## config.mk

```make
export PLATFORM = sky130hd
export DESIGN_NAME = seq_fill_engine_flat
export DESIGN_NICKNAME = d
export VERILOG_FILES = /design/src/rtl/seq_fill_engine_if.sv /design/src/rtl/seq_fill_engine.sv /design/src/flat_wrapper.sv
export SDC_FILE = /design/constraint.sdc
export NUM_CORES = 2
export LEC_CHECK = 0
export ABC_CLOCK_PERIOD_IN_PS = 18600
export BUFFER_PORTS_ARGS = -buffer_cell sky130_fd_sc_hd__buf_2
export CAP_MARGIN = 10
export CORE_ASPECT_RATIO = 1.25
export CORE_UTILIZATION = 45
export CTS_BUF_LIST = sky130_fd_sc_hd__clkbuf_4 sky130_fd_sc_hd__clkbuf_8
export CTS_CLUSTER_DIAMETER = 60
export DETAILED_ROUTE_END_ITERATION = 8
export SLEW_MARGIN = 20
export SYNTH_ARGS = -nofsm -noshare
export SYNTH_HDL_FRONTEND = slang
export SYNTH_SLANG_ARGS = --single-unit
```

## constraint.sdc

```tcl
create_clock -name clk -period 18.6 [get_ports clk]
set_clock_uncertainty 0.1 [all_clocks]
set_input_delay 0.93 -clock clk [delete_from_list [all_inputs] [get_ports clk]]
set_output_delay 0.93 -clock clk [all_outputs]
set_load 0.005 [all_outputs]
```

## src/rtl/seq_fill_engine_if.sv

```systemverilog
// Control, seed and read-port bundle for seq_fill_engine.
// The master side requests fills and reads; the slave side is the engine.
interface seq_fill_engine_if #(
  parameter int unsigned DATA_W = 32,
  parameter int unsigned ADDR_W = 6
);

  logic              start;
  logic [1:0]        mode;
  logic [DATA_W-1:0] seed0;
  logic [DATA_W-1:0] seed1;
  logic              busy;
  logic              done;
  logic              overflow;
  logic              rd_en;
  logic [ADDR_W-1:0] rd_addr;
  logic [DATA_W-1:0] rd_data;
  logic              rd_valid;

  modport master (
    output start, mode, seed0, seed1, rd_en, rd_addr,
    input  busy, done, overflow, rd_data, rd_valid
  );

  modport slave (
    input  start, mode, seed0, seed1, rd_en, rd_addr,
    output busy, done, overflow, rd_data, rd_valid
  );

endinterface

```

## src/rtl/seq_fill_engine.sv

```systemverilog
// Recurrence fill engine: writes seed0, seed1, then op(e[j-2], e[j-1]) into a
// DEPTH-entry register file, one entry per cycle, then serves 1-cycle reads.
module seq_fill_engine #(
  parameter int unsigned DATA_W = 32,
  parameter int unsigned DEPTH  = 64,
  parameter int unsigned ADDR_W = $clog2(DEPTH)
) (
  input logic             clk,
  input logic             rst_n,
  seq_fill_engine_if.slave bus
);

  localparam int unsigned      IDX_W    = $clog2(DEPTH);
  localparam logic [IDX_W-1:0] LAST_IDX = IDX_W'(DEPTH - 1);

  localparam logic [1:0] ST_IDLE = 2'd0;
  localparam logic [1:0] ST_FILL = 2'd1;
  localparam logic [1:0] ST_DONE = 2'd2;

  localparam logic [1:0] MODE_SUB = 2'b01;
  localparam logic [1:0] MODE_XOR = 2'b10;

  logic [DATA_W-1:0] mem [DEPTH];

  logic [1:0]        state_q,    state_d;
  logic [IDX_W-1:0]  widx_q,     widx_d;
  logic [DATA_W-1:0] a_q,        a_d;
  logic [DATA_W-1:0] b_q,        b_d;
  logic [1:0]        mode_q,     mode_d;
  logic              ovf_q,      ovf_d;
  logic              busy_q,     busy_d;
  logic              done_q,     done_d;
  logic              rd_valid_q, rd_valid_d;
  logic [DATA_W-1:0] rd_data_q,  rd_data_d;

  logic              accept_c;
  logic              in_range_c;
  logic              we_c;
  logic [DATA_W-1:0] wdata_c;
  logic [DATA_W:0]   sum_c;
  logic [DATA_W:0]   diff_c;
  logic [DATA_W-1:0] alu_c;
  logic              alu_flag_c;

  // Extra top bit of sum/diff is the carry-out / borrow.
  always_comb begin
    sum_c      = {1'b0, a_q} + {1'b0, b_q};
    diff_c     = {1'b0, a_q} - {1'b0, b_q};
    alu_c      = sum_c[DATA_W-1:0];
    alu_flag_c = sum_c[DATA_W];
    case (mode_q)
      MODE_SUB: begin
        alu_c      = diff_c[DATA_W-1:0];
        alu_flag_c = diff_c[DATA_W];
      end
      MODE_XOR: begin
        alu_c      = a_q ^ b_q;
        alu_flag_c = 1'b0;
      end
      default: ;
    endcase
  end

  assign accept_c   = bus.start && ((state_q == ST_IDLE) || (state_q == ST_DONE));
  assign in_range_c = ({1'b0, bus.rd_addr} < (ADDR_W + 1)'(DEPTH));

  // Next-state and datapath control; an accepted start overrides everything.
  always_comb begin
    state_d    = state_q;
    widx_d     = widx_q;
    a_d        = a_q;
    b_d        = b_q;
    mode_d     = mode_q;
    ovf_d      = ovf_q;
    busy_d     = busy_q;
    done_d     = done_q;
    rd_valid_d = 1'b0;
    rd_data_d  = rd_data_q;
    we_c       = 1'b0;
    wdata_c    = a_q;

    case (state_q)
      ST_IDLE: ;
      ST_FILL: begin
        we_c = 1'b1;
        if (widx_q == '0) begin
          wdata_c = a_q;
        end else if (widx_q == IDX_W'(1)) begin
          wdata_c = b_q;
        end else begin
          wdata_c = alu_c;
          a_d     = b_q;
          b_d     = alu_c;
          ovf_d   = ovf_q | alu_flag_c;
        end
        if (widx_q == LAST_IDX) begin
          state_d = ST_DONE;
          busy_d  = 1'b0;
          done_d  = 1'b1;
        end else begin
          widx_d = widx_q + IDX_W'(1);
        end
      end
      ST_DONE: begin
        if (bus.rd_en) begin
          rd_valid_d = 1'b1;
          rd_data_d  = in_range_c ? mem[IDX_W'(bus.rd_addr)] : '0;
        end
      end
      default: state_d = ST_IDLE;
    endcase

    if (accept_c) begin
      state_d    = ST_FILL;
      widx_d     = '0;
      a_d        = bus.seed0;
      b_d        = bus.seed1;
      mode_d     = bus.mode;
      ovf_d      = 1'b0;
      busy_d     = 1'b1;
      done_d     = 1'b0;
      rd_valid_d = 1'b0;
    end
  end

  always_ff @(posedge clk or negedge rst_n) begin
    if (!rst_n) begin
      state_q    <= ST_IDLE;
      widx_q     <= '0;
      a_q        <= '0;
      b_q        <= '0;
      mode_q     <= '0;
      ovf_q      <= 1'b0;
      busy_q     <= 1'b0;
      done_q     <= 1'b0;
      rd_valid_q <= 1'b0;
      rd_data_q  <= '0;
    end else begin
      state_q    <= state_d;
      widx_q     <= widx_d;
      a_q        <= a_d;
      b_q        <= b_d;
      mode_q     <= mode_d;
      ovf_q      <= ovf_d;
      busy_q     <= busy_d;
      done_q     <= done_d;
      rd_valid_q <= rd_valid_d;
      rd_data_q  <= rd_data_d;
    end
  end

  // Storage is deliberately not reset; it is unreadable until a fill completes.
  always_ff @(posedge clk) begin
    if (we_c) begin
      mem[widx_q] <= wdata_c;
    end
  end

  assign bus.busy     = busy_q;
  assign bus.done     = done_q;
  assign bus.overflow = ovf_q;
  assign bus.rd_valid = rd_valid_q;
  assign bus.rd_data  = rd_data_q;

endmodule

```

## src/flat_wrapper.sv

```systemverilog
// flat-port wrapper written by rule: the top's interface ports become plain ports
module seq_fill_engine_flat 
#(
  parameter int unsigned DATA_W = 32,
  parameter int unsigned DEPTH  = 64,
  parameter int unsigned ADDR_W = $clog2(DEPTH)
)
  (clk, rst_n, bus_start, bus_mode, bus_seed0, bus_seed1, bus_rd_en, bus_rd_addr, bus_busy, bus_done, bus_overflow, bus_rd_data, bus_rd_valid);
  seq_fill_engine_if #(.DATA_W(DATA_W), .ADDR_W(ADDR_W)) bus_i ();
  input logic clk;
  input logic rst_n;
  input wire logic [$bits(bus_i.start)-1:0] bus_start;
  input wire logic [$bits(bus_i.mode)-1:0] bus_mode;
  input wire logic [$bits(bus_i.seed0)-1:0] bus_seed0;
  input wire logic [$bits(bus_i.seed1)-1:0] bus_seed1;
  input wire logic [$bits(bus_i.rd_en)-1:0] bus_rd_en;
  input wire logic [$bits(bus_i.rd_addr)-1:0] bus_rd_addr;
  output wire logic [$bits(bus_i.busy)-1:0] bus_busy;
  output wire logic [$bits(bus_i.done)-1:0] bus_done;
  output wire logic [$bits(bus_i.overflow)-1:0] bus_overflow;
  output wire logic [$bits(bus_i.rd_data)-1:0] bus_rd_data;
  output wire logic [$bits(bus_i.rd_valid)-1:0] bus_rd_valid;
  assign bus_i.start = bus_start;
  assign bus_i.mode = bus_mode;
  assign bus_i.seed0 = bus_seed0;
  assign bus_i.seed1 = bus_seed1;
  assign bus_i.rd_en = bus_rd_en;
  assign bus_i.rd_addr = bus_rd_addr;
  assign bus_busy = bus_i.busy;
  assign bus_done = bus_i.done;
  assign bus_overflow = bus_i.overflow;
  assign bus_rd_data = bus_i.rd_data;
  assign bus_rd_valid = bus_i.rd_valid;
  seq_fill_engine #(.DATA_W(DATA_W), .DEPTH(DEPTH), .ADDR_W(ADDR_W)) u_core (.clk(clk), .rst_n(rst_n), .bus(bus_i));
endmodule
```

==> results.yml <==
run_status:
  status: "finished clean"
job:
  cap_viol_max_count: 0
clocking:
  worst_skew_pair.late_latency_ps: 1070
  cts.clk_slew.worst_paths_ps: 60
  cts_root_buf: "sky130_fd_sc_hd__clkbuf_8"
  cts_sinks: 2158
  cts_repair_resize_count: 0
  cts_tree: "yes"
  cts-root-to-sink-buffers: 4
  tritoncts.num_buffers: 349
  htree_levels: 5
critical_path:
  cp_max_stage_delay_ps: 780
  rr_startpoint: "u_core.widx_q[3]"
  cp_data_required_time_ps: 19410
  critical_path_buf_inv_count: 5
  worstSetupPathType: "input port to register"
  cp-end-kind: "register"
  cp_cell_sequence: "buf_8, buf_12, buf_4, buf_4, buf_4, mux4_2, mux4_2, mux4_2, mux2_2"
  worst_setup_path_start_kind: "input port"
  crit_family: "buffers and inverters"
  timing.critical_path.arrival_ps: 6470
  worstSetupStartpoint: "bus_rd_addr[0]"
  cp_max_fo: 98
  timing.critical_path.slowest_stage_cell: "sky130_fd_sc_hd__buf_4"
logic_synthesis:
  yosysWarnings: 0
  synth_edf_count: 2048
  post_synth_main_area_contributors: "sky130_fd_sc_hd__edfxtp_1 (71%), sky130_fd_sc_hd__mux4_2 (17%), sky130_fd_sc_hd__dfrtp_1 (3.2%)"
  seq_area_frac_synth_pct: 73.8
  synth-xor-area-share_pct: 0.0503
  muxShareOfSynthArea_pct: 17.9
  post_synthesis_instance_total: 4193
  yosys_register_bits: 2158
  synth_top_cell_area_share_pct: 70.6
  postSynthNetCount: 4341
  synth_simple_gate_area_share_pct: 2.64
  avgSynthCellArea_sq_um: 20.8
  yosys.area_share.adder_pct: 1.05
  distinct_cell_type_count_after_synthesis: 74
  synthesized_area_sq_um: 87100
  post-synth-top-area-cell: "sky130_fd_sc_hd__edfxtp_1"
  fraction_of_synthesis_flops_using_an_asynchronous_set_or_reset_pin_pct: 5.10
  synthFlopType: "sky130_fd_sc_hd__edfxtp_1"
  synth_compound_gate_area_share_pct: 3.10
  combinational_family_with_the_most_area_after_synthesis: "multiplexers"
timing:
  timing_max_transition_violations_final: 0
  worst-slew-pin-transition_ps: 1110
  final.period_utilization_pct: 30.5
  finalSetupViolCount: 0
  final_period_minus_worst_setup_slack_ps: 5670
  timing_hold_violations_final: 0
  grt_setup_unrepaired: "no"
  timing.max_slew.rel_slack_pct: 26.0
  maxClockFrequency_ghz: 0.176
  setup_total_negative_slack_ps: 0
hold_path:
  worstHoldPathType: "input port to register"
  hp-start: "bus_seed0[6]"
route:
  wl_per_cell_um: 33.0
  routed-via-count: 45800
  routed_wirelength_um: 244000
  detail-route-antenna-nets: 0
  drt_pre_antenna_iters: 6
  drc: 0
  vias_per_cell: 6.21
  drt_iter0_markers: 5080
placement:
  io_buffer_count: 111
  place_area_sq_um: 91700
  hpwl_um: 132000
  gpl.final_weighted_congestion: 0.882
floorplan:
  rows: 180
  coreArea_sq_um: 192000
  die_y_um: 494
  initial_utilization_pct: 45.3
  ioPinCount: 112
  die-width_um: 395
  die_area_sq_um: 195000
global_routing:
  first_global_vias: 46400
  globalRoute.totalOverflow: 0
  antenna_found_initial: 7
  grt_usage_pct: 25.0
  largest_net_degree_at_the_start_of_global_routing: 99
  grt_pass1_wl_um: 345000
power:
  power_density_nw_per_um2: 188
  vdd_drop_max_mv: 0.246
  power.leakage_nw: 32.2
layout:
  most-common-layout-cells: "sky130_fd_sc_hd__edfxtp_1 (2048), sky130_fd_sc_hd__mux4_2 (672), sky130_fd_sc_hd__clkbuf_8 (378)"
  flow.area_growth_from_synthesis_pct: 13.4
  layout_commonest_cell: "sky130_fd_sc_hd__edfxtp_1"
  stdcell_area_sq_um: 98800
  nets: 4736
  drive_above_1_share_pct: 33.3
## sequential cells by signal, summed over array words and instances (netlist names)
signal               count
u_core.a_q              32
u_core.b_q              32
u_core.bus.busy          1
u_core.bus.done          1
u_core.bus.overflow      1
u_core.bus.rd_data      32
u_core.bus.rd_valid      1
u_core.mem            2048
u_core.mode_q            2
u_core.state_q           2
u_core.widx_q            6
## layer usage
layer / vias up / global-route usage [%] / wire, um
met5: - / 0 / 12
met4: 2 / 7.48 / 6300
met3: 377 / 4.06 / 18000
met2: 2147 / 40.2 / 118000
met1: 25000 / 35.5 / 101000
li1: 18300 / - / -
## cell type report
class | instances | area (sq um)
Timing Repair Buffer | 282 | 2040
Clock inverter | 110 | 713
Inverter | 67 | 251
Fill cell | 15300 | 93600
Multi-Input combinational cell | 1730 | 22300
Tap cell | 2548 | 3190
Clock buffer | 486 | 6010
Antenna cell | 3 | 7.51
Sequential cell | 2158 | 64300
## worst register-to-register path, stage by stage (launching register included)
cell,delay [ps]
sky130_fd_sc_hd__dfrtp_1,500
sky130_fd_sc_hd__or3_1,700
sky130_fd_sc_hd__nor2_1,240
sky130_fd_sc_hd__a21o_2,270
sky130_fd_sc_hd__buf_4,340
sky130_fd_sc_hd__nor2_4,740
sky130_fd_sc_hd__buf_4,480
sky130_fd_sc_hd__o21ai_0,180
sky130_fd_sc_hd__a21oi_1,370
sky130_fd_sc_hd__a311oi_4,80
sky130_fd_sc_hd__buf_4,280
## per-stage QoR
step                util, %  instances  hold slack, ps  total power, W  setup slack, ps
global placement       47.6       6746             368          0.0144            11620
detailed placement     47.7       6747             381          0.0147            11630
global route           51.4       7383            66.5          0.0193            12390
floorplan                 -       4193             369          0.0122            11650
CTS                    51.3       7380           0.499          0.0187            12740
finish                 51.4       7384            87.0          0.0186            12930
## Yosys cell counts, drive strengths merged, types with 4 or more instances
| cell type | n |
|---|---|
| ha | 70 |
| o31ai | 9 |
| or2 | 5 |
| or4 | 4 |
| a221o | 10 |
| a21oi | 104 |
| o211ai | 9 |
| edfxtp | 2048 |
| nand2b | 14 |
| a22oi | 16 |
| and3 | 5 |
| o311ai | 7 |
| and2 | 4 |
| nor4 | 9 |
| xnor2 | 5 |
| nor2 | 185 |
| o22ai | 4 |
| a211oi | 13 |
| nand2 | 183 |
| clkbuf | 150 |
| o221ai | 6 |
| a211o | 8 |
| mux2 | 35 |
| a311oi | 5 |
| nand3 | 30 |
| a31oi | 45 |
| buf | 88 |
| o21ai | 91 |
| nor3 | 32 |
| inv | 65 |
| dfrtp | 110 |
| a2111oi | 6 |
| nor2b | 17 |
| nand4 | 11 |
| a221oi | 6 |
| a21o | 22 |
| o21a | 11 |
| mux2i | 10 |
| mux4 | 672 |
| or3 | 10 |
| o21bai | 10 |
## what timing repair did
action | in CTS | in global routing
endpoints found under the hold margin | 102 | 0
hold buffers | 37 | 0
buffers inserted | 0 | 0
## cell families (layout without fill, tap and decap cells)
kind of cell / count (synthesis) / count (layout)
AO/OA/AOI/OAI: 415 / 415
XOR/XNOR: 5 / 5
adder cells (fa/ha/maj): 72 / 72
buffers and inverters: 305 / 945
flip-flops: 2158 / 2158
multiplexers: 717 / 717
other: 0 / 3
AND/OR/NAND/NOR: 521 / 521
## final timing paths
check,endpoint,slack (ps),depth (start not counted)
min reg2reg,u_core.bus.busy,380,2
min,u_core.a_q[6],90,3
min in group asynchronous,u_core.b_q[7],530,2
max reg2reg,u_core.mem[10][18],13730,10
max,u_core.bus.rd_data[24],12930,9
max in group asynchronous,u_core.bus.rd_valid,16540,3
## where the power goes
group	leakage (nW)	switching (W)	internal, W	total (W)
Clock	3.57	0.00183	0.00219	0.00401
Sequential	20.0	0.000183	0.00859	0.00877
Combinational	8.61	0.00455	0.00126	0.00581
Total	32.2	0.00656	0.0120	0.0186
Power figures use the tool's default switching activity.
